### config.mk
export PLATFORM = sky130hd
export DESIGN_NAME = picomem_psram_arbiter
export DESIGN_NICKNAME = d
export VERILOG_FILES = /design/src/rtl/picomem_psram_arbiter.sv
export SDC_FILE = /design/constraint.sdc
export NUM_CORES = 1
export LEC_CHECK = 0
export CAP_MARGIN = 40
export CORE_AREA = 2 2 121 123
export CTS_CLUSTER_DIAMETER = 60
export DETAILED_ROUTE_END_ITERATION = 7
export DIE_AREA = 0 0 123 125
export PLACE_DENSITY_LB_ADDON = 0.25
export REMOVE_ABC_BUFFERS = 1
export SYNTH_ARGS = -nofsm -noshare
export SYNTH_HDL_FRONTEND = slang
export SYNTH_SLANG_ARGS = --single-unit
### constraint.sdc
create_clock -name clk -period 2.9 [get_ports clk]
set_input_delay 0.58 -clock clk [delete_from_list [all_inputs] [get_ports clk]]
set_output_delay 0.58 -clock clk [all_outputs]
set_load 0.02 [all_outputs]
### src/rtl/picomem_psram_arbiter.sv
`default_nettype none
// ============================================================================
// Module   : picomem_psram_arbiter
// Purpose  : Two-master PicoMem arbiter for the PSRAM slave port. M1 (LCD
//            framebuffer) has priority, and a starvation counter bounds M0 waits.
//            Optional slave watchdog enabled by `define PICOMEM_ARB_TIMEOUT_EN.
// Revision : 1.0 - initial release
// ============================================================================
module picomem_psram_arbiter #(
    parameter int          STARVE_LIMIT   = 4,
    parameter int          TIMEOUT_CYCLES = 1024,
    parameter logic [31:0] ERR_RDATA      = 32'hDEADBEEF
) (
    input  logic        clk,
    input  logic        reset,
    input  logic        m0_valid,
    output logic        m0_ready,
    input  logic [31:0] m0_addr,
    input  logic [31:0] m0_wdata,
    input  logic [3:0]  m0_wstrb,
    output logic [31:0] m0_rdata,
    input  logic        m1_valid,
    output logic        m1_ready,
    input  logic [31:0] m1_addr,
    input  logic [31:0] m1_wdata,
    input  logic [3:0]  m1_wstrb,
    output logic [31:0] m1_rdata,
    output logic        s_valid,
    input  logic        s_ready,
    output logic [31:0] s_addr,
    output logic [31:0] s_wdata,
    output logic [3:0]  s_wstrb,
    input  logic [31:0] s_rdata,
    output logic [1:0]  grant,
    output logic        timeout_err
);

    typedef enum logic [1:0] {
        IDLE  = 2'd0,
        BUSY0 = 2'd1,
        BUSY1 = 2'd2
    } state_t;

    localparam logic [7:0] C_STARVE_LIMIT = 8'(STARVE_LIMIT);

    state_t     state_q, state_d;
    logic [7:0] starve_cnt_q, starve_cnt_d;
    logic       timeout_err_q, timeout_err_d;
    logic       busy;
    logic       owner_valid;
    logic       abort;

    assign busy        = (state_q != IDLE);
    assign owner_valid = (state_q == BUSY0) ? m0_valid : m1_valid;

`ifdef PICOMEM_ARB_TIMEOUT_EN
    localparam logic [15:0] C_WAIT_LAST = 16'(TIMEOUT_CYCLES - 1);

    logic [15:0] wait_cnt_q, wait_cnt_d;

    // A genuine s_ready on the final wait cycle takes precedence over the abort.
    assign abort = busy && owner_valid && !s_ready && (wait_cnt_q == C_WAIT_LAST);

    always_comb begin
        wait_cnt_d = wait_cnt_q;
        if (!busy) begin
            wait_cnt_d = 16'd0;
        end else if (!s_ready) begin
            wait_cnt_d = wait_cnt_q + 16'd1;
        end
    end

    always_ff @(posedge clk) begin
        if (reset) begin
            wait_cnt_q <= 16'd0;
        end else begin
            wait_cnt_q <= wait_cnt_d;
        end
    end
`else
    logic unused_cfg;
    assign unused_cfg = (^ERR_RDATA) ^ (TIMEOUT_CYCLES == 0);
    assign abort      = 1'b0;
`endif

    always_comb begin
        state_d       = state_q;
        starve_cnt_d  = starve_cnt_q;
        timeout_err_d = timeout_err_q;
        case (state_q)
            IDLE: begin
                if (m1_valid && ((starve_cnt_q < C_STARVE_LIMIT) || !m0_valid)) begin
                    state_d = BUSY1;
                    if (m0_valid) begin
                        starve_cnt_d = starve_cnt_q + 8'd1;
                    end
                end else if (m0_valid) begin
                    state_d      = BUSY0;
                    starve_cnt_d = 8'd0;
                end
                if (!m0_valid) begin
                    starve_cnt_d = 8'd0;
                end
            end
            BUSY0, BUSY1: begin
                // Dropped valid, completion and watchdog abort all end the transfer.
                if (!owner_valid || s_ready || abort) begin
                    state_d = IDLE;
                end
                if (abort) begin
                    timeout_err_d = 1'b1;
                end
            end
            default: begin
                state_d = IDLE;
            end
        endcase
    end

    always_ff @(posedge clk) begin
        if (reset) begin
            state_q       <= IDLE;
            starve_cnt_q  <= 8'd0;
            timeout_err_q <= 1'b0;
        end else begin
            state_q       <= state_d;
            starve_cnt_q  <= starve_cnt_d;
            timeout_err_q <= timeout_err_d;
        end
    end

    always_comb begin
        s_addr  = 32'd0;
        s_wdata = 32'd0;
        s_wstrb = 4'd0;
        case (state_q)
            BUSY0: begin
                s_addr  = m0_addr;
                s_wdata = m0_wdata;
                s_wstrb = m0_wstrb;
            end
            BUSY1: begin
                s_addr  = m1_addr;
                s_wdata = m1_wdata;
                s_wstrb = m1_wstrb;
            end
            default: begin
                s_addr  = 32'd0;
                s_wdata = 32'd0;
                s_wstrb = 4'd0;
            end
        endcase
    end

    assign s_valid     = busy && !abort;
    assign m0_ready    = (state_q == BUSY0) && m0_valid && (s_ready || abort);
    assign m1_ready    = (state_q == BUSY1) && m1_valid && (s_ready || abort);
`ifdef PICOMEM_ARB_TIMEOUT_EN
    assign m0_rdata    = abort ? ERR_RDATA : s_rdata;
    assign m1_rdata    = abort ? ERR_RDATA : s_rdata;
`else
    assign m0_rdata    = s_rdata;
    assign m1_rdata    = s_rdata;
`endif
    assign grant       = {state_q == BUSY1, state_q == BUSY0};
    assign timeout_err = timeout_err_q;

endmodule
`default_nettype wire
==> summary.txt, run 1 <==
Drt
  – DRC violations left: 0
  – Routed len/inst: around 23 µm
  – DR vias: 2600
  – Routed vias/inst: 4.36
  – Initial DRT Pass Iterations: 4
  – Final ANT Viol Nets: 0
  – Number of DRC markers in iteration 0: between 100 and 150
  – Total wire length: between 10 and 15 mm

Synth
  – Ys Warns: 0
  – Cell area after synthesis: 2020 µm²
  – Sequential area share after synthesis: 9.93%
  – Post-synth EDFFs: 0
  – Main synth FF type: dfxtp_1
  – Post-synthesis sequential element count: 10
  – FFs w/ async S/R, synth: 0%
  – Cells after Synth: approximately 280
  – Mean Syn Cell Area: between 7 and 8 µm²
  – Post-synth cell types: 29

Setup path
  – CP cell instances: inv_1, ha_2, buf_12, nor2b_1, clkdlybuf4s50_1
  – WP buf/inv: 3
  – Critical path's slowest cell: clkdlybuf4s50_1
  – Crit path kind: reg2out
  – Worst setup SP type: flip-flop
  – CP max stage delay: approximately 0.64 ns
  – Worst Setup End Kind: output port
  – Critical Path RT: 2.32 ns
  – Crit-path max FO: 50
  – R2r setup slk: roughly 1.3 ns
  – Crit path DAT: 2.19 ns
  – CP top delay family: buffers and inverters

CTS
  – TritonCTS Sinks: 10
  – Setup Fix Bufs, Post-CTS: 0
  – TritonCTS clock tree: yes
  – Clk_lat worst skew: about 0.23 ns
  – CTS Buf Count: 3
  – Post-cts hold buffer count: 0
  – Cts repair resizes: 0
  – Max clock buf depth: 2
  – Number of H-tree levels: 1
  – Root buffer cell: clkbuf_16
  – Clk slew on worst S/H paths: around 0.04 ns

GRT
  – Initial antenna violation count: 0
  – Largest net degree at the start of global routing: 70
  – GRT Total Usage: around 16%
  – GR Overflow Total: 0
  – Vias in the first global route: around 2600
  – Global-route wire length before repair: between 15 and 20 mm

Timing
  – Setup violators final: 0
  – Unrepaired setup endpoints after global routing: false
  – Fin worst setup slack: about 0.13 ns
  – Worst-Margin Slew: 0.515 ns
  – Fin. max-slew vios: 0
  – Period utilization: 95.4%
  – Slew Limit Headroom: 65.6%
  – Clock Skew: 0.00284 ns
  – Max Freq: ~0.36 GHz
  – Minimum clock period: ~2.8 ns
  – Hold Fails Final Rpt: 0

Layout
  – Most frequent cells in the layout: clkdlybuf4s50_1 (200), nor2b_1 (70), a22oi_1 (68)
  – P&R area growth vs syn: 103%
  – Layout cell share with drive strength beyond 1: 7.02%
  – ANT cells: 0
  – Final core occ: a little under 30%
  – Commonest non-fill, non-tap cell in the layout: clkdlybuf4s50_1
  – Fin nets: 591

Power
  – PwrDens: between 200 and 300 nW/µm²
  – Worst vdd ir: approximately 450 µV
  – Static Leak: approximately 1.3 nW
  – Power Total: approximately 0.0012 W

Floorplanning
  – Core ar.: about 14000 µm²
  – Io pins: just over 300
  – Die X: about 120 µm
  – Die H: around 130 µm
  – Initial Utilization: 14.2%
  – Row count: 44
  – Die ar.: around 15000 µm²

Placed design
  – RD Place Congestion: 0.790
  – HPWL Detailed: 11.2 mm
  – PortBufs: 213
  – Post-place setup slack: about 0.32 ns

Min path
  – HP Class: reg2reg

Flow run
  – Max_cap viols: 0

Run status
  – Status: completed
## state kept, by name, summed over array words and instances (netlist names)
register      flops
state_q           2
starve_cnt_q      8
## worst paths after layout
| kind | cells past startpoint | start | endpoint |
|---|---|---|---|
| setup / recovery | 5 | state_q[0] | s_addr[10] |
| hold / removal | 1 | starve_cnt_q[7] | starve_cnt_q[7] |
| setup reg to reg | 6 | state_q[0] | state_q[0] |
| hold reg to reg | 1 | starve_cnt_q[7] | starve_cnt_q[7] |
## metrics by stage
| step | instances | area [µm²] | setup TNS (ns) | hold WS [ns] |
|---|---|---|---|---|
| after floorplan | 190 | 1440 | -6.18 | 0.431 |
| after global placement | 592 | 3990 | 0 | 0.446 |
| after detailed placement | 592 | 3990 | 0 | 0.452 |
| after CTS | 596 | 4080 | 0 | 0.463 |
| after global routing | 597 | 4100 | 0 | 0.482 |
| final | 597 | 4100 | 0 | 0.454 |
## metal layers
layer | vias up | GRT usage (%) | wire [µm]
li1 | 1179 | - | -
met1 | 1198 | 19.1 | 5530
met2 | 213 | 22.8 | 5580
met3 | 8 | 13.5 | 2680
met4 | 2 | 1.47 | 65
met5 | - | 4.93 | 64
## worst register-to-register path, stage by stage, from the launching register on
cell     delay (ns)
dfxtp_1        0.37
inv_1          0.08
ha_2           0.42
nor2b_1        0.19
nand2_1        0.10
and4_1         0.19
a31o_1         0.18
## cells in the mapped netlist, types with 2 or more instances
cell type | instances | share of area, %
nor2b_1 | 70 | 22
a22oi_1 | 68 | 25
buf_4 | 65 | 24
clkbuf_1 | 18 | 3.3
dfxtp_1 | 10 | 9.9
nand2_1 | 5 | 0.93
ha_1 | 4 | 2.5
inv_1 | 4 | 0.74
nor2_1 | 4 | 0.74
and2_1 | 3 | 0.93
and3_1 | 3 | 0.93
buf_2 | 3 | 0.74
a31o_1 | 2 | 0.87
buf_1 | 2 | 0.37
nand3_1 | 2 | 0.50
o21ai_0 | 2 | 0.50
## power by group
group	switching, W	internal, W	total (W)
Combinational	0.000323	0.000417	0.000740
Clock	0.0000615	0.000207	0.000269
Sequential	0.00000351	0.000142	0.000146
## kinds of logic after synthesis
kind of cell               synth area share (%)
buffers and inverters                      29.4
and+or+nand+nor                            28.5
AOI/OAI and AO/OA                          29.0
DFF                                        9.93
adders and majority gates                  2.48
muxes                                     0.558
other                                     0.186
## cell type report
class,count,area [µm²]
Clock buffer,4,88.8
Inverter,4,15.0
Timing Repair Buffer,219,2340
Sequential cell,10,200
Fill cell,1511,10100
Multi-Input combinational cell,176,1230
Tap cell,184,230
Power figures use the tool's default switching activity.
==> inputs of run 2 (changes only) <==
--- a/config.mk
+++ b/config.mk
@@ -15,3 +15,4 @@
 export SYNTH_ARGS = -nofsm -noshare
 export SYNTH_HDL_FRONTEND = slang
 export SYNTH_SLANG_ARGS = --single-unit
+export TNS_END_PERCENT = 10
==> results of run 2 <==
Same layout as run 1: the final DEF is identical, and so are final timing and power.
